File: src/rtl/furv_pkg.sv
// Shared constants for the furv pipeline: writeback selects, access widths, mem-stage states.
package furv_pkg;

  localparam logic [1:0] WB_MEM   = 2'd0;
  localparam logic [1:0] WB_PC    = 2'd1;
  localparam logic [1:0] WB_ALU   = 2'd2;
  localparam logic [1:0] WB_SHIFT = 2'd3;

  localparam logic [1:0] MW_BYTE = 2'd0;
  localparam logic [1:0] MW_HALF = 2'd1;
  localparam logic [1:0] MW_WORD = 2'd2;

  typedef logic [1:0] state_t;
  localparam state_t ST_IDLE = 2'd0;
  localparam state_t ST_BUS  = 2'd1;
  localparam state_t ST_HOLD = 2'd2;

endpackage

File: src/rtl/furv_mem_lane.sv
// Byte-lane steering for data bus accesses; width 3 behaves as a word access.
module furv_mem_lane
  import furv_pkg::*;
(
  input  logic [1:0]  i_width,
  input  logic [1:0]  i_addr,
  input  logic [31:0] i_data,
  output logic [3:0]  o_sel,
  output logic [31:0] o_dat,
  output logic        o_misaligned
);

  always_comb begin
    o_sel        = 4'hF;
    o_dat        = i_data;
    o_misaligned = 1'b0;
    case (i_width)
      MW_BYTE: begin
        o_sel = 4'b0001 << i_addr;
        o_dat = {4{i_data[7:0]}};
      end
      MW_HALF: begin
        o_sel        = 4'b0011 << {i_addr[1], 1'b0};
        o_dat        = {2{i_data[15:0]}};
        o_misaligned = i_addr[0];
      end
      default: begin
        o_misaligned = (i_addr != 2'b00);
      end
    endcase
  end

endmodule

File: src/rtl/furv_mem.sv
// furv memory stage: data bus strobe/ack handshake and context registers for writeback.
// Optional FURV_MEM_MISALIGN_TRAP_EN suppresses misaligned half/word accesses and flags them.
module furv_mem
  import furv_pkg::*;
#(
  parameter int DBUS_AW = 32
) (
  input  logic               clk,
  input  logic               rst,
  input  logic               valid_i,
  output logic               stall_o,
  input  logic               mem_i,
  input  logic               mem_we_i,
  input  logic [1:0]         mem_width_i,
  input  logic               mem_unsigned_i,
  input  logic [31:0]        alu_results_i,
  input  logic [31:0]        store_data_i,
  input  logic [31:0]        shifter_results_i,
  input  logic [31:0]        adjacent_pc_i,
  input  logic               reverse_wb_i,
  input  logic [1:0]         wb_sel_i,
  input  logic [4:0]         rd_i,
  output logic [4:0]         rd,
  output logic [1:0]         wb_sel,
  output logic [1:0]         mem_width,
  output logic               mem_unsigned,
  output logic [31:0]        alu_results,
  output logic [31:0]        shifter_results,
  output logic [31:0]        adjacent_pc,
  output logic               reverse_wb,
  output logic               mem,
  output logic [1:0]         byte_addr,
  output logic [31:0]        data_in,
  output logic               mem_ack,
  output logic               valid_o,
  input  logic               stall_i,
  output logic               dbus_stb,
  output logic               dbus_we,
  output logic [DBUS_AW-3:0] dbus_adr,
  output logic [3:0]         dbus_sel,
  output logic [31:0]        dbus_dat_o,
  input  logic               dbus_ack,
  input  logic [31:0]        dbus_dat_i
`ifdef FURV_MEM_MISALIGN_TRAP_EN
  ,
  output logic               misalign_o
`endif
);

`ifdef FURV_MEM_MISALIGN_TRAP_EN
  localparam bit TRAP_EN = 1'b1;
`else
  localparam bit TRAP_EN = 1'b0;
`endif

  state_t              r_state;
  logic                r_valid;
  logic                r_stb;
  logic                r_we;
  logic [DBUS_AW-3:0]  r_adr;
  logic [3:0]          r_sel;
  logic [31:0]         r_dat_o;
  logic [31:0]         r_data_in;
  logic [4:0]          r_rd;
  logic [1:0]          r_wb_sel;
  logic [1:0]          r_mem_width;
  logic                r_mem_unsigned;
  logic [31:0]         r_alu;
  logic [31:0]         r_shift;
  logic [31:0]         r_pc4;
  logic                r_reverse_wb;
  logic                r_mem;
  logic [1:0]          r_byte_addr;

  logic [3:0]          w_sel;
  logic [31:0]         w_dat;
  logic                w_misaligned;
  logic                w_trap;

  furv_mem_lane u_lane (
    .i_width      (mem_width_i),
    .i_addr       (alu_results_i[1:0]),
    .i_data       (store_data_i),
    .o_sel        (w_sel),
    .o_dat        (w_dat),
    .o_misaligned (w_misaligned)
  );

  assign w_trap = TRAP_EN & mem_i & w_misaligned;

  always_ff @(posedge clk) begin
    if (rst) begin
      r_state        <= ST_IDLE;
      r_valid        <= 1'b0;
      r_stb          <= 1'b0;
      r_we           <= 1'b0;
      r_adr          <= '0;
      r_sel          <= '0;
      r_dat_o        <= '0;
      r_data_in      <= '0;
      r_rd           <= '0;
      r_wb_sel       <= '0;
      r_mem_width    <= '0;
      r_mem_unsigned <= 1'b0;
      r_alu          <= '0;
      r_shift        <= '0;
      r_pc4          <= '0;
      r_reverse_wb   <= 1'b0;
      r_mem          <= 1'b0;
      r_byte_addr    <= '0;
    end else begin
      case (r_state)
        ST_IDLE: begin
          if (!stall_i) begin
            if (valid_i) begin
              r_rd           <= w_trap ? 5'd0 : rd_i;
              r_wb_sel       <= wb_sel_i;
              r_mem_width    <= mem_width_i;
              r_mem_unsigned <= mem_unsigned_i;
              r_alu          <= alu_results_i;
              r_shift        <= shifter_results_i;
              r_pc4          <= adjacent_pc_i;
              r_reverse_wb   <= reverse_wb_i;
              r_mem          <= mem_i;
              r_byte_addr    <= alu_results_i[1:0];
              if (mem_i && !w_trap) begin
                r_valid <= 1'b0;
                r_stb   <= 1'b1;
                r_we    <= mem_we_i;
                r_adr   <= alu_results_i[DBUS_AW-1:2];
                r_sel   <= w_sel;
                r_dat_o <= w_dat;
                r_state <= ST_BUS;
              end else begin
                r_valid <= 1'b1;
              end
            end else begin
              r_valid <= 1'b0;
            end
          end
        end
        ST_BUS: begin
          // Load data is latched on ack even under stall; only valid_o waits for WB.
          if (dbus_ack) begin
            r_data_in <= dbus_dat_i;
            r_stb     <= 1'b0;
            if (stall_i) begin
              r_state <= ST_HOLD;
            end else begin
              r_valid <= 1'b1;
              r_state <= ST_IDLE;
            end
          end
        end
        ST_HOLD: begin
          if (!stall_i) begin
            r_valid <= 1'b1;
            r_state <= ST_IDLE;
          end
        end
        default: r_state <= ST_IDLE;
      endcase
    end
  end

`ifdef FURV_MEM_MISALIGN_TRAP_EN
  logic r_misalign;
  always_ff @(posedge clk) begin
    if (rst)
      r_misalign <= 1'b0;
    else if (r_state == ST_IDLE && !stall_i && valid_i)
      r_misalign <= w_trap;
  end
  assign misalign_o = r_misalign;
`endif

  assign stall_o         = stall_i | (r_state != ST_IDLE);
  assign mem_ack         = (r_state != ST_BUS);
  assign valid_o         = r_valid;
  assign dbus_stb        = r_stb;
  assign dbus_we         = r_we;
  assign dbus_adr        = r_adr;
  assign dbus_sel        = r_sel;
  assign dbus_dat_o      = r_dat_o;
  assign data_in         = r_data_in;
  assign rd              = r_rd;
  assign wb_sel          = r_wb_sel;
  assign mem_width       = r_mem_width;
  assign mem_unsigned    = r_mem_unsigned;
  assign alu_results     = r_alu;
  assign shifter_results = r_shift;
  assign adjacent_pc     = r_pc4;
  assign reverse_wb      = r_reverse_wb;
  assign mem             = r_mem;
  assign byte_addr       = r_byte_addr;

endmodule

File: config.mk
export PLATFORM = sky130hd
export DESIGN_NAME = furv_mem
export DESIGN_NICKNAME = d
export VERILOG_FILES = /design/src/rtl/furv_pkg.sv /design/src/rtl/furv_mem_lane.sv /design/src/rtl/furv_mem.sv
export SDC_FILE = /design/constraint.sdc
export NUM_CORES = 1
export LEC_CHECK = 0
export CELL_PAD_IN_SITES_DETAIL_PLACEMENT = 1
export CELL_PAD_IN_SITES_GLOBAL_PLACEMENT = 1
export CORE_MARGIN = 4
export CORE_UTILIZATION = 29
export CTS_BUF_LIST = sky130_fd_sc_hd__clkbuf_8
export DETAILED_ROUTE_END_ITERATION = 8
export PLACE_DENSITY_LB_ADDON = 0.1
export REMOVE_ABC_BUFFERS = 1
export SYNTH_ARGS = -nofsm -noshare
export SYNTH_HDL_FRONTEND = slang
export SYNTH_HIERARCHICAL = 1
export SYNTH_SLANG_ARGS = --single-unit
File: constraint.sdc
create_clock -name clk -period 1.9 [get_ports clk]
set_input_delay 0.475 -clock clk [delete_from_list [all_inputs] [get_ports clk]]
set_output_delay 0.475 -clock clk [all_outputs]
set_load 0.02 [all_outputs]
# Word level (Yosys, flattened, before mapping)
# Cells that the tools add are included.
[word_totals]
reg_bits = 213
latchBits = 0
mem_bits_rw = 0
mem_bits_ro = 0
output_inout_bits = 213
wordCells = 62
n_memories = 0
[op_classes]
add_sub_neg = 0
mul = 0
n_div = 0
magnitude_cmp = 0
n_eq_ne = 9
shifts = 2
n_mux = 20
n_bitwise = 2
reduce_logical = 11
[ops]
columns = ["op", "n"]
rows = [
  ["32-bit case mux with 2 select lines", 1],
  ["2-bit two-way mux", 6],
  ["2-bit != test (second input constant)", 5],
  ["5-bit AND reduction", 2],
  ["1-bit two-way mux", 9],
  ["4-bit case mux with 2 select lines", 1],
  ["2-bit case mux with 3 select lines", 1],
  ["3-bit AND reduction", 2],
  ["2-bit by 1-bit equality test with 1-bit output (second input constant)", 2],
  ["2-bit zero test", 2],
  ["4-bit AND reduction", 1],
  ["2-bit nonzero test", 2],
  ["1-bit by 2-bit << shifter with 4-bit output (first input constant)", 1],
  ["2-bit by 2-bit << shifter with 4-bit output (first input constant)", 1],
  ["1-bit case mux with 3 select lines", 1],
  ["3-bit nonzero test", 1],
  ["2-bit equality test (second input constant)", 1],
  ["2-bit by 1-bit != test with 1-bit output (second input constant)", 1],
  ["1-bit case mux with 2 select lines", 1],
  ["2-bit AND reduction", 1],
  ["1-bit inverter", 1],
  ["1-bit bitwise OR", 1],
]

# Depth between registers and ports, before layout
[logic_depth]
depth_word = 4
mapped_depth = 8
depth_no_buf = 5

# By module
# Netlist, hierarchy kept.
[modules_own_cells]
columns = ["mod", "instances", "cells_per_inst", "area_per_inst_um2"]
rows = [
  ["furv_mem", 1, 939, 7455.9],
  ["furv_mem_lane", 1, 63, 521.8],
]

# Least setup slack after synthesis
# No wires, ideal clock.
[synth_path]
path_kind = "reg-to-reg"
from = "reg r_state[0]"
to = "reg r_alu[17] (netlist: alu_results[17])"
setup_ns = 0.132
arrival_ns = 1.336
slack_ns = 0.432
path_stages_with_launch = 9
path_cell_list = "dfxtp_1 -> inv_1 -> ha_1 -> and3b_1 -> buf_4 -> buf_6 -> buf_4 -> nand2_1 -> a21oi_1"
[synth_between]
elab_chain_len = 2
[synth_lines]
columns = ["item", "line_no", "rtl"]
rows = [
  ["start, declared", "furv_mem.sv:56", "state_t r_state;"],
  ["start signal, assigned", "furv_mem.sv:93", "r_state <= ST_IDLE;"],
  ["start signal, assigned", "furv_mem.sv:133", "r_state <= ST_BUS;"],
  ["start signal, assigned", "furv_mem.sv:148", "r_state <= ST_HOLD;"],
  ["2-bit zero test", "furv_mem.sv:112", "case (r_state)"],
  ["3-bit AND reduction (no source line)", "n/a", ""],
  ["end signal, assigned", "furv_mem.sv:120", "r_alu <= alu_results_i;"],
  ["end, declared", "furv_mem.sv:68", "logic [31:0] r_alu;"],
]
# Every way passes these cells.
# A chain may end at the register's enable or synchronous reset.

# Worst setup path in the final report
[layout_path]
from = "reg r_state[0]"
to = "out mem_ack"
[layout_between]
elab_chain_len = 1
[layout_lines]
columns = ["item", "line_no", "rtl"]
rows = [
  ["2-bit by 1-bit != test with 1-bit output", "furv_mem.sv:178", "assign mem_ack = (r_state != ST_BUS);"],
  ["end, declared", "furv_mem.sv:34", "output logic mem_ack,"],
]
# Every way passes these cells.

==> summary.md <==
| Metric | Value |
|---|---|
| Period minus WS final | about 1.8 ns |
| Layout cells sized above 1 | 0.1026 |
| Initial core utilization | 0.2955 |
| Arr. time, crit path | approximately 1.4 ns |
| Inserted Clock Buffers | 41 |
| Highest clock frequency the design can meet | between 500 and 600 MHz |
| Hold Buf Count CTS | 0 |
| Antenna violations before repair | 0 |
| Number of port buffers | between 300 and 400 |
| Yosys Warn Count | 6 |
| Setup violators final | 0 |
| Sw Share | 0.2849 |
| Max FO, Critical Path | 2 |
| Cell area after synthesis | around 8000 um^2 |
| Final Skew | about 0.013 ns |
| Worst Path Required | about 1.4 ns |
| Via Count | 8214 |
| H-tree depth reported by CTS | 2 |
| Floorplan die height | ~170 um |
| Width of the die | 173.7 um |
| Pins over their slew limit | 0 |
| Hold WC Path Type | primary input to flop |
| Wire length of the first global-routing pass | between 40000 and 50000 um |
| Post-Route Utilization | 0.4819 |
| Slew headroom | 0.7470 |
| Final cycle utilization of the critical path | 0.9665 |
| Via-per-instance ratio | around 4.6 |
| Number of iterations in the first detailed-routing pass | 4 |
| Power density relative to cell area | slightly below 900 nW/um^2 |
| Worst setup slack before clock tree synthesis | -0.2343 ns |
| CTS Buffer Depth | 3 |
| Signed area change from the synthesized netlist to the final layout | 63.05% |
| Remaining global-route overflow | 0 |
| CP Class | flop to primary output |
| Worst path setup slack after routing | ~0.064 ns |
| Cell row count | 60 |
| Max-cap violations | 0 |
| Critical path capture point type | primary output |
| Remaining design rule violation count | 0 |
| Relative contribution of the clock network to total power | 0.395 |
| Vias in the first global route | between 8000 and 9000 |
| Sequential share of power | 0.419 |
| Cell Count Post-Placement | 1699 |
| I/O pins | approximately 390 |
| Syn_area_per_cell | between 7 and 8 um^2 |
| Area of the placeable core | roughly 27000 um^2 |
| Overall die area | just over 30000 um^2 |
| DRC violation total after the first TritonRoute iteration | approximately 230 |
| Largest net degree at the start of global routing | 57 |
| Accumulated negative setup slack | 0 ns |
| Post-route non-filler standard cell count | roughly 1800 |
| CTS tree | done |
| Maximum resistive drop on vdd | between 0.4 and 0.5 mV |
| Global-route total usage across every layer | 0.1950 |
| Outcome | finished clean |
| ANT nets after route | 0 |
| Antenna Diode Count | 0 |
| Switching power summed over all nets | 0.003262 W |
| Root cell of the clock tree | clkbuf_8 |
| CTS sink cnt | about 210 |
| Critical Path Start Type | flop |
| Average wire per standard cell | ~17 um |
| RD Place Congestion | roughly 0.74 |
| Setup repair after global routing missed its margin | no |
| Layout Nets | ~1600 |
| Clock-pin slew on the worst setup and hold paths | 0.06 ns |
| Final hold violation count | 0 |
| Internal power | roughly 0.0082 W |
| Wirelength, routed | 30870 um |
| Total leakage power | 5.786 nW |
| Total power | roughly 0.011 W |
| Count of mapped cells out of synthesis | about 1000 |
| Clock latency on the worst-skew pair | 0.54 ns |
| Combinational cell fraction of total power | 0.187 |
| HPWL after detailed placement | approximately 23000 um |
| Slew at the pin with the worst max-slew slack | 0.3795 ns |
==> cell usage in the layout, fill, tap and decap left out, types with 4 or more instances in the layout <==
cell and n:
a21oi_1 209, buf_12 15, buf_4 39, clkbuf_8 54, clkdlybuf4s50_1 176, clkinv_2 4, dfxtp_1 209, dlygate4sd2_1 211
inv_1 21, mux2_2 16, mux2i_1 10, nand2_1 424, nand2b_1 7, o21ai_2 6
==> worst max-delay path, cell delays in order, from the launching register on <==
cell and delay (ns):
dfxtp_2 0.33, buf_4 0.13, ha_2 0.19, inv_1 0.07, buf_6 0.12
==> power groups by stage <==
stage          Clock (W)  Sequential, W  Combinational (W)
2_1_floorplan          0        0.00520           0.000585
3_3_place_gp           0        0.00489            0.00230
3_5_place_dp           0        0.00490            0.00233
4_1_cts          0.00471        0.00480            0.00218
5_1_grt          0.00492        0.00483            0.00232
6_report         0.00452        0.00479            0.00214
==> layer usage <==
layer | track usage | part of all wire | vias to the layer above
li1 | - | - | 4029
met2 | 0.3397 | 0.49 | 275
met4 | 0.07390 | 0.035 | 0
met3 | 0.07219 | 0.083 | 60
met1 | 0.2170 | 0.39 | 3850
met5 | 0 | 0 | -
==> through the flow <==
step           hold slack, ns  area, um^2
6_report               0.3145       12990
2_1_floorplan          0.4647        7482
3_3_place_gp           0.4406       12400
3_5_place_dp           0.4466       12400
4_1_cts                0.2655       12990
5_1_grt                0.2988       12990
==> worst paths after layout <==
check        slack [ns]     startpoint  cells past startpoint             to
max                0.06     r_state[0]                      4        mem_ack
min                0.31            rst                      2   dbus_adr[12]
max reg2reg        0.34     r_state[0]                      6     r_state[0]
min reg2reg        0.45  dbus_dat_o[2]                      2  dbus_dat_o[2]
==> state kept, by name, indices dropped and copies added (netlist names) <==
name and flops:
adjacent_pc 32, alu_results 32, data_in 32, dbus_adr 30, dbus_dat_o 32, dbus_sel 4
dbus_stb 1, dbus_we 1, mem 1, mem_unsigned 1, mem_width 2, r_state 2
rd 5, reverse_wb 1, shifter_results 32, valid_o 1, wb_sel 2
==> repair_timing <==
| item | in CTS | in global routing |
|---|---|---|
| resized for setup | 226 | 3 |
| setup endpoints to repair | 213 | 2 |
| buffers inserted | 0 | 0 |
==> cell type report <==
| class | instances | area, um^2 |
|---|---|---|
| Fill cell | 3295 | 13960 |
| Sequential cell | 211 | 4227 |
| Timing Repair Buffer | 443 | 4225 |
| Multi-Input combinational cell | 697 | 3252 |
| Clock buffer | 54 | 743.2 |
| Tap cell | 341 | 426.7 |
| Clock inverter | 21 | 87.58 |
| Inverter | 7 | 26.28 |
Note: power is estimated with default switching activity, not from simulation.
